--- src/rtl/rns_pkg.sv ---
// Shared constants, residue word type and modulus lookup for the RNS datapath.
package rns_pkg;

  localparam int MAX_MODULI_W = 256;
  localparam int DEF_NUM_CH   = 4;
  localparam int DEF_CH_W     = 8;
  localparam logic [DEF_NUM_CH*DEF_CH_W-1:0] DEF_MODULI = {8'd233, 8'd239, 8'd241, 8'd251};

  typedef logic [DEF_CH_W-1:0] residue_t;

  // Extracts channel i's modulus from a packed vector of ch_w-bit fields.
  function automatic logic [31:0] mod_of(input logic [MAX_MODULI_W-1:0] moduli,
                                         input int i,
                                         input int ch_w);
    logic [31:0] m;
    m = '0;
    for (int b = 0; b < 32; b++) begin
      if (b < ch_w) m[b] = moduli[i*ch_w + b];
    end
    return m;
  endfunction

endpackage

--- src/rtl/rns_ch_mac.sv ---
// One residue channel: registered modular multiply, then a modular accumulate
// that hands the packet total to its own output register on the last beat.
module rns_ch_mac
  import rns_pkg::*;
#(
  parameter int          CH_W = DEF_CH_W,
  parameter logic [31:0] MOD  = 32'd251
) (
  input  logic            clk,
  input  logic            rst,
  input  logic            in_fire,
  input  logic [CH_W-1:0] in_a,
  input  logic [CH_W-1:0] in_b,
  input  logic            s2_fire,
  input  logic            s2_last,
  output logic [CH_W-1:0] out_acc
);

  localparam logic [2*CH_W-1:0] MOD_P = (2*CH_W)'(MOD);
  localparam logic [CH_W:0]     MOD_S = (CH_W+1)'(MOD);

  logic [2*CH_W-1:0] prod;
  logic [CH_W-1:0]   p;
  logic [CH_W-1:0]   acc;
  logic [CH_W-1:0]   acc_next;
  logic [CH_W:0]     sum;

  // Full-width product so operands at or above the modulus still reduce correctly.
  assign prod = (2*CH_W)'(in_a) * (2*CH_W)'(in_b);

  always_ff @(posedge clk) begin
    if (rst) begin
      p <= '0;
    end else if (in_fire) begin
      p <= CH_W'(prod % MOD_P);
    end
  end

  always_comb begin
    sum = {1'b0, acc} + {1'b0, p};
    if (sum >= MOD_S) sum = sum - MOD_S;
    acc_next = CH_W'(sum);
  end

  // The last beat clears the accumulator so the next packet starts without a bubble.
  always_ff @(posedge clk) begin
    if (rst) begin
      acc     <= '0;
      out_acc <= '0;
    end else if (s2_fire) begin
      if (s2_last) begin
        out_acc <= acc_next;
        acc     <= '0;
      end else begin
        acc <= acc_next;
      end
    end
  end

endmodule

--- src/rtl/rns_mac_pipe.sv ---
// Pipelined RNS multiply-accumulate: per-channel lanes plus shared handshake,
// last-flag pipeline and saturating beat counter.
module rns_mac_pipe
  import rns_pkg::*;
#(
  parameter int                     NUM_CH = DEF_NUM_CH,
  parameter int                     CH_W   = DEF_CH_W,
  parameter logic [NUM_CH*CH_W-1:0] MODULI = DEF_MODULI,
  parameter int                     CNT_W  = 8
) (
  input  logic                   clk,
  input  logic                   rst,
  input  logic                   in_valid,
  output logic                   in_ready,
  input  logic [NUM_CH*CH_W-1:0] in_a,
  input  logic [NUM_CH*CH_W-1:0] in_b,
  input  logic                   in_last,
  output logic                   out_valid,
  input  logic                   out_ready,
  output logic [NUM_CH*CH_W-1:0] out_acc,
  output logic [CNT_W-1:0]       out_count
);

  logic             en;
  logic             in_fire;
  logic             s2_fire;
  logic             s1_valid;
  logic             s1_last;
  logic [CNT_W-1:0] count;
  logic [CNT_W-1:0] count_inc;

  // The whole pipe freezes only while a finished result is waiting downstream.
  assign en        = !(out_valid && !out_ready);
  assign in_ready  = en;
  assign in_fire   = in_valid && en;
  assign s2_fire   = s1_valid && en;
  assign count_inc = (count == {CNT_W{1'b1}}) ? count : count + CNT_W'(1);

  for (genvar i = 0; i < NUM_CH; i++) begin : g_ch
    rns_ch_mac #(
      .CH_W (CH_W),
      .MOD  (mod_of(MAX_MODULI_W'(MODULI), i, CH_W))
    ) u_ch (
      .clk     (clk),
      .rst     (rst),
      .in_fire (in_fire),
      .in_a    (in_a[i*CH_W +: CH_W]),
      .in_b    (in_b[i*CH_W +: CH_W]),
      .s2_fire (s2_fire),
      .s2_last (s1_last),
      .out_acc (out_acc[i*CH_W +: CH_W])
    );
  end

  // A result loading in the same cycle it is consumed keeps out_valid high.
  always_ff @(posedge clk) begin
    if (rst) begin
      s1_valid  <= 1'b0;
      s1_last   <= 1'b0;
      count     <= '0;
      out_count <= '0;
      out_valid <= 1'b0;
    end else begin
      if (en) begin
        s1_valid <= in_valid;
        s1_last  <= in_last;
      end
      if (out_valid && out_ready) out_valid <= 1'b0;
      if (s2_fire) begin
        if (s1_last) begin
          out_count <= count_inc;
          out_valid <= 1'b1;
          count     <= '0;
        end else begin
          count <= count_inc;
        end
      end
    end
  end

endmodule

--- config.mk ---
export PLATFORM = sky130hd
export DESIGN_NAME = rns_mac_pipe
export DESIGN_NICKNAME = d
export VERILOG_FILES = /design/src/rtl/rns_pkg.sv /design/src/rtl/rns_ch_mac.sv /design/src/rtl/rns_mac_pipe.sv
export SDC_FILE = /design/constraint.sdc
export NUM_CORES = 1
export LEC_CHECK = 0
export BUFFER_PORTS_ARGS = -buffer_cell sky130_fd_sc_hd__buf_2
export CORE_ASPECT_RATIO = 1.75
export CORE_MARGIN = 2
export CORE_UTILIZATION = 55
export DETAILED_ROUTE_END_ITERATION = 8
export GPL_TIMING_DRIVEN = 0
export HOLD_SLACK_MARGIN = 0.05
export PLACE_DENSITY = 0.82
export SLEW_MARGIN = 5
export SYNTH_ARGS = -nofsm -noshare
export SYNTH_HDL_FRONTEND = slang
export SYNTH_HIERARCHICAL = 1
export SYNTH_SLANG_ARGS = --single-unit
--- constraint.sdc ---
create_clock -name clk -period 31.2 [get_ports clk]
set_input_delay 3.12 -clock clk [delete_from_list [all_inputs] [get_ports clk]]
set_output_delay 3.12 -clock clk [all_outputs]
set_load 0.01 [all_outputs]
[After elaboration in Yosys (flattened, before gate mapping)]
Cells that the tools add are included.
Storage, ports and cells
  flip-flop bits (word level): 115
  input port bits: 69
  word-level logic and storage cells: 59
  output and inout bits: 42
Cells by class
  reductions and logical operators: 7
  mux-type cells: 13
  multipliers: 4
  $lt $le $gt $ge: 4
  divide/modulo/power cells: 4
  eq/ne operators: 1
  $add $sub $neg: 9
Operators with widths (count)
  $mux W8: 10
  $mod A16 B8 Y16 const B: 4
  $mul A8 B8 Y16: 4
  $add A8 B8 Y9: 4
  $ge A9 B8 Y1 const B: 4
  $sub A8 B8 Y8 const B: 4
  $add A8 B1 Y8 const B: 1
  $eq A8 B8 Y1 const B: 1
  $logic_and A1 B1 Y1: 4
  $mux W1: 3
  $logic_not A1 Y1: 2
  $reduce_and A2 Y1: 1

[Logic depth before layout (Yosys ltp)]
Gate-level depths: netlist of run 1.
  depth after elaboration: 5
  mapped depth: 49
  gate-level depth less buffers: 44

[Hierarchy]
The synthesis of run 1 kept the hierarchy.
By module, submodules not included
  rns_ch_mac at g_ch[3].u_ch: instances 1, area an instance 7235.7 um^2, sequential area each 480.5 um^2, cells each 947
  rns_ch_mac at g_ch[0].u_ch: instances 1, area an instance 6658.9 um^2, sequential area each 480.5 um^2, cells each 825
  rns_ch_mac at g_ch[1].u_ch: instances 1, area an instance 6568.8 um^2, sequential area each 480.5 um^2, cells each 832
  rns_ch_mac at g_ch[2].u_ch: instances 1, area an instance 6398.6 um^2, sequential area each 480.5 um^2, cells each 804
  rns_mac_pipe: instances 1, area an instance 972.2 um^2, sequential area each 380.4 um^2, cells each 112

[Worst setup path after synthesis of run 1]
No wires, ideal clock.
  path kind: input port to flip-flop
  from: input port in_a[19]
  to: register g_ch[2].u_ch.p[1]
  stages on the path: 43
  library setup time: 0.139 ns
  slack: 17.139 ns
  required time: 31.061 ns
  path buffers: 1
  data arrival time: 13.922 ns
  cell sequence: and2_1 fa_1 inv_1 fa_1 fa_1 fa_1 inv_1 ha_1 clkbuf_2 a21oi_2 o21ai_4 xnor2_2 nor4_4 a21oi_2 or4b_1 a21oi_2 and4_1 and4_1 [... 7 more ...] a2111oi_0 nor3_2 a41oi_2 xnor2_1 ha_1 nand2_1 nor4b_1 nor4_4 nor2_1 nor2_1 xnor2_1 ha_1 nand2_1 nor4_1 a311oi_4 o31ai_4 mux2i_1 a211oi_1
Between the ends
  longest elaborated chain between the ends: 2
Ends and longest elaborated chain
  start, declared: line rns_mac_pipe.sv:15  | input logic [NUM_CH*CH_W-1:0] in_a,
  $mul A8 B8 Y16: line rns_ch_mac.sv:29  | assign prod = (2*CH_W)'(in_a) * (2*CH_W)'(in_b);
  $mod A16 B8 Y16: line rns_ch_mac.sv:35  | p <= CH_W'(prod % MOD_P);
  end signal, assigned: line rns_ch_mac.sv:35
  end, declared: line rns_ch_mac.sv:23  | logic [CH_W-1:0] p;
Every way passes these cells.
A chain may end at the register's enable or synchronous reset.

[Final worst setup path of run 1]
  from: input port in_b[23]
  to: register g_ch[2].u_ch.p[1]
Between the ends
  longest elaborated chain between the ends: 2
Ends and longest elaborated chain
  start, declared: line rns_mac_pipe.sv:16  | input logic [NUM_CH*CH_W-1:0] in_b,
  $mul A8 B8 Y16: line rns_ch_mac.sv:29
  $mod A16 B8 Y16: line rns_ch_mac.sv:35
Every way passes these cells.

==> summary.md, run 1 <==
| Metric | Value |
|---|---|
| Worst-path clk slew | `0.05 ns` |
| Total global routing overflow | `0` |
| Fillers | `4,594` |
| Port bufs | `between 100 and 150` |
| Setup Viol. Count Final | `0` |
| Final slew viol count | `0` |
| Synth warn | `6` |
| Gr usage total | `0.280` |
| RSZ-0062 raised after global routing | `no` |
| Status | `finished, final reports clean` |
| Multi-input gate area | `24,100 um2` |
| 1st-iter DRT viols | `1,322` |
| Routed Antenna Nets | `0` |
| Flops & latches, synth | `115` |
| Syn-to-layout area delta | `6.81%` |
| DRC Markers | `0` |
| Routed len/inst | `17.2 um` |
| Vias in the first global route | `27.6k` |
| GPL Wtd Cong | `0.985` |
| Post-Syn Instances | `3,520` |
| CP max stage cell | `nor4b_1` |
| Post-Syn Nets | `3,932` |
| CP Data Arrival Time | `16.32 ns` |
| # H-tree levels | `4` |
| Syn_area_per_cell | `7.91 um2` |
| Hold-fix buffers, CTS | `0` |
| Commonest non-fill, non-tap cells in the layout | `nand2_1 (275), nor2_1 (269), inv_1 (248)` |
| Vias/cell | `6.34` |
| Max Root-Sink Buffers | `2` |
| Core Footprint | `50,300 um2` |
| Count of flip-flops with a built-in enable after synthesis | `0` |
| CP most frequent cell | `fa_1` |
| Fraction of layout cells with a size suffix above 1 | `0.124` |
| CTS tree | `yes` |
| Total number of vias | `27.4k` |
| Fin area | `29,700 um2` |
| Initial Util | `0.553` |
| Final hold vios | `0` |
| Post-CTS setup buffer count | `0` |
| Min cycle time layout | `roughly 16 ns` |
| HP Class | `flop to flop` |
| Root buffer cell | `clkbuf_16` |
| Seq/Total Area, Yosys | `0.0827` |
| Largest net degree at the start of global routing | `29` |
| Final period utilization | `0.514` |
| Headroom to the max-slew limit | `0.151` |
| Worst hold slack | `about 0.45 ns` |
| Setup TNS | `0 ns` |
| Placed Instance Area | `29,200 um2` |
| Ranking of synthesized cells by area | `fa_1 (11%), ha_1 (8.8%), dfxtp_1 (8.3%), and2_1 (5.3%), xnor2_1 (3.7%)` |
| Post-DP HPWL | `60.8 mm` |
| DRT Pass-1 Iters | `5` |
| Register area | `2300 um2` |
| CP endpoint kind | `flop` |
| Global-route wire length before repair | `between 100 and 150 mm` |
| Max Clk Rate | `just over 60 MHz` |
| CP max FO | `10` |
| WP data required | `31.47 ns` |
| # clock sinks | `115` |
| Synth cell types | `160` |
| Slew @ Worst Pin | `1.24 ns` |
| IO Pins | `around 110` |
| DIE HEIGHT | `302 um` |
| Clk_lat worst skew | `0.42 ns` |
| Antenna Cells | `0` |
| Worst Path Class, Setup | `input port to flop` |
| Die W | `~170 um` |
| Final #Nets | `4,061` |
| Commonest non-fill, non-tap cell in the layout | `nand2_1` |
| Row Count | `109` |
| Share of synthesized registers carrying an async set or reset | `0` |
| Post-cts gate resize count | `0` |
| Final Skew | `0.00998 ns` |
| Routed WL | `approximately 74 mm` |
| Crit path largest cell delay | `approximately 0.63 ns` |
| Initial antenna violation count | `0` |
| Ys flop type | `dfxtp_1` |
| Die ar. | `about 52,000 um2` |
| Biggest area consumer among synthesized cells | `fa_1` |
| Share of the synthesized area in the top cell type | `0.106` |
| Max-cap violations | `0` |
| Num CTS Buffers | `17` |
| Crit start category | `input port` |
| Synthesized area | `27,800 um2` |
==> flip-flops by register name, indices dropped and copies added (netlist names) <==
register           flops
count                  8
g_ch.u_ch/acc         32
g_ch.u_ch/out_acc     32
g_ch.u_ch/p           32
out_count              8
out_valid              1
s1_last                1
s1_valid               1
==> cells by family after synthesis <==
kind of cell               count (synthesis)  synth area share
and+or+nand+nor                         1327             0.258
adders and majority gates                352             0.197
xor gates and xnor gates                 189            0.0634
muxes                                    100            0.0387
buffers and inverters                    360            0.0530
AOI/OAI and AO/OA                       1077             0.307
DFF                                      115            0.0827
==> cell usage after synthesis, drive strengths merged (79+ instances only) <==
master	number
a211oi	79
xnor2	127
nand2	279
dfxtp	115
nand3	100
inv	249
a21oi	217
o21ai	154
and2	237
nor3	97
ha	195
nor2	276
fa	148
==> layout make-up <==
cell class / count / area share
clock buffers: 20 / 0.0150
multi-input cells: 3045 / 0.809
clock inverters: 8 / 0.00219
repair buffers: 110 / 0.0185
plain buffers: 110 / 0.0179
flip-flops and latches: 115 / 0.0774
inverters: 250 / 0.0316
well taps: 666 / 0.0280
==> stage by stage <==
step	setup slack [ns]	utilization	instances
2_1_floorplan	17.14	-	3520
3_3_place_gp	15.07	0.581	4296
3_5_place_dp	14.83	0.581	4296
4_1_cts	15.22	0.591	4324
5_1_grt	14.33	0.591	4324
6_report	15.15	0.591	4324
==> worst paths after layout <==
check        slack, ns  depth (start not counted)                   to              start
max              15.15                         43    g_ch[2].u_ch/p[1]           in_b[23]
min               0.45                          2         out_count[5]       out_count[5]
max reg2reg      27.32                         15  g_ch[1].u_ch/acc[7]  g_ch[1].u_ch/p[0]
min reg2reg       0.45                          2         out_count[5]       out_count[5]
==> worst max-delay path, delay by kind of cell <==
family | cells | cell delay (ns)
simple gates | 13 | 3.53
buf+inv | 4 | 0.65
fa+ha+maj | 7 | 3.09
compound gates | 15 | 4.23
xor+xnor | 2 | 0.79
mux | 2 | 0.87
==> layer usage <==
metal  wire length (um)  part of all wire  global-route usage  up-vias
li1                   -                 -                   -    13300
met1              27100              0.37               0.270    13100
met2              41200              0.55               0.575      742
met3               2200             0.030              0.0250      292
met4               3820             0.051               0.150        0
met5                  0                 0                   0        -
Power of run 1 is left out: the tool's default activity adds up to more than one toggle a clock period on the data nets, which glitch-free logic cannot reach.
==> inputs of run 2 (changes only) <==
--- a/config.mk
+++ b/config.mk
@@ -12,7 +12,7 @@
 export DETAILED_ROUTE_END_ITERATION = 8
 export GPL_TIMING_DRIVEN = 0
 export HOLD_SLACK_MARGIN = 0.05
-export PLACE_DENSITY = 0.82
+export PLACE_DENSITY = 0.85
 export SLEW_MARGIN = 5
 export SYNTH_ARGS = -nofsm -noshare
 export SYNTH_HDL_FRONTEND = slang
==> constraint.sdc (replaced) <==
create_clock -name clk -period 13.85 [get_ports clk]
set_input_delay 1.385 -clock clk [delete_from_list [all_inputs] [get_ports clk]]
set_output_delay 1.385 -clock clk [all_outputs]
set_load 0.01 [all_outputs]
==> summary.md, run 2 (same netlist as run 1, synthesis figures left out) <==
| Metric | Value |
|---|---|
| Final Skew | `0.00965 ns (was 0.00998 ns)` |
| Row Count | `109 (unchanged)` |
| Max Clk Rate | `about 75 MHz` |
| Slew @ Worst Pin | `1.27 ns (was 1.24 ns)` |
| Die W | `174 um (unchanged)` |
| Fraction of layout cells with a size suffix above 1 | `0.136 (was 0.124)` |
| HP Class | `flop to flop (unchanged)` |
| Placed Instance Area | `29,200 um2 (unchanged)` |
| Worst-path clk slew | `0.06 ns (was 0.05 ns)` |
| Status | `finished, final reports clean (unchanged)` |
| Root buffer cell | `clkbuf_16 (unchanged)` |
| Final hold vios | `0 (unchanged)` |
| DRC Markers | `0 (unchanged)` |
| DRT Pass-1 Iters | `6 (was 5)` |
| Commonest non-fill, non-tap cells in the layout | `nand2_1 (274), nor2_1 (266), inv_1 (248) (was nand2_1 (275), nor2_1 (269), inv_1 (248))` |
| R2R setup slack | `9.95 ns (was 27.32 ns)` |
| Layout Cells excl Fill | `4,331 (was 4,324)` |
| Gr usage total | `0.282 (was 0.280)` |
| Headroom to the max-slew limit | `0.152 (was 0.151)` |
| CP max stage cell | `a211oi_2 (was nor4b_1)` |
| Fillers | `4,458 (was 4,594)` |
| Hold-fix buffers, CTS | `0 (unchanged)` |
| IO Pins | `111 (unchanged)` |
| Largest net degree at the start of global routing | `29 (unchanged)` |
| Total global routing overflow | `0 (unchanged)` |
| WP data required | `14.17 ns (was 31.47 ns)` |
| Max Root-Sink Buffers | `2 (unchanged)` |
| Register area | `2300 um2 (unchanged)` |
| CP max FO | `10 (unchanged)` |
| Total number of vias | `27.7k (was 27.4k)` |
| Setup Viol. Count Final | `0 (unchanged)` |
| Commonest non-fill, non-tap cell in the layout | `nand2_1 (unchanged)` |
| Largest regs | `g_ch.u_ch/acc x32, g_ch.u_ch/out_acc x32, g_ch.u_ch/p x32 (unchanged)` |
| Crit path largest cell delay | `0.60 ns (was 0.63 ns)` |
| Die ar. | `52,500 um2 (unchanged)` |
| Final period utilization | `0.962` |
| Max-cap violations | `0 (unchanged)` |
| Crit start category | `input port (unchanged)` |
| Final worst setup slack | `0.533 ns (was 15.15 ns)` |
| Fin area | `30,100 um2 (was 29,700 um2)` |
| Vias in the first global route | `28.2k (was 27.6k)` |
| Place WS | `-0.654 ns (was 14.83 ns)` |
| Post-Place Cells | `4,296 (unchanged)` |
| Initial Util | `0.553 (unchanged)` |
| Initial antenna violation count | `0 (unchanged)` |
| CP endpoint kind | `flop (unchanged)` |
| Syn-to-layout area delta | `8.07% (was 6.81%)` |
| # H-tree levels | `4 (unchanged)` |
| Global-route wire length before repair | `127 mm (was 126 mm)` |
| Routed Antenna Nets | `0 (unchanged)` |
| Worst Path Class, Setup | `input port to flop (unchanged)` |
| Antenna Cells | `0 (unchanged)` |
| Routed len/inst | `17.3 um (was 17.2 um)` |
| CP Data Arrival Time | `13.63 ns (was 16.32 ns)` |
| Vias/cell | `6.40 (was 6.34)` |
| Core Footprint | `50,300 um2 (unchanged)` |
| Final slew viol count | `0 (unchanged)` |
| Min cycle time layout | `13.32 ns` |
| Port bufs | `110 (unchanged)` |
| Worst hold slack | `0.446 ns (was 0.452 ns)` |
| Post-DP HPWL | `60.8 mm (about the same)` |
| 1st-iter DRT viols | `1,547 (was 1,322)` |
| Clk_lat worst skew | `0.43 ns (was 0.42 ns)` |
| GPL Wtd Cong | `0.994 (was 0.985)` |
| Num CTS Buffers | `17 (unchanged)` |
| Multi-input gate area | `24,300 um2 (was 24,100 um2)` |
| Final #Nets | `4,064 (was 4,061)` |
| Routed WL | `75.0 mm (was 74.3 mm)` |
| CTS tree | `yes (unchanged)` |
| # clock sinks | `115 (unchanged)` |
| DIE HEIGHT | `302 um (unchanged)` |
## run 2: metal layers
metal,wire length [um],vias up,track usage
li1,-,13300,-
met2,41300,883,0.572
met5,0,-,0
met3,2390,347,0.0245
met4,4390,0,0.179
met1,26900,13200,0.267
## run 2: cell type report
cell class | instances | share of cell area
Multi-Input combinational cell | 3045 | 0.809
Sequential cell | 115 | 0.0765
Buffer | 110 | 0.0178
Clock buffer | 25 | 0.0175
Clock inverter | 7 | 0.00154
Timing Repair Buffer | 113 | 0.0191
Inverter | 250 | 0.0313
Tap cell | 666 | 0.0277
## run 2: critical path: cells and delay by family
kind | cells | cell delay, ns
multiplexers | 2 | 0.79
AO/OA/AOI/OAI | 17 | 5.07
XOR/XNOR | 2 | 0.47
adder cells (fa/ha/maj) | 8 | 3.09
AND/OR/NAND/NOR | 8 | 1.90
buffers and inverters | 8 | 0.86
## run 2: path summary, 6_finish.rpt
kind / start / endpoint / depth (start not counted)
setup reg to reg: g_ch[0].u_ch/p[0] / g_ch[0].u_ch/acc[7] / 15
hold / removal: out_count[3] / out_count[3] / 2
hold reg to reg: out_count[3] / out_count[3] / 2
setup / recovery: in_b[31] / g_ch[3].u_ch/p[7] / 45
## run 2: stage by stage
stage,util,TNS [ns]
after global placement,0.581,-1.91
after CTS,0.592,0
after floorplan,-,0
after global routing,0.598,-0.391
final,0.598,0
after detailed placement,0.581,-4.20
## run 2: timing repair
item / in CTS / in global routing
endpoints found under the setup margin: 5 / 16
buffers inserted: 0 / 3
gates resized for setup: 1 / 49
pin swaps: 0 / 7
Power of run 2 is left out for the same reason.
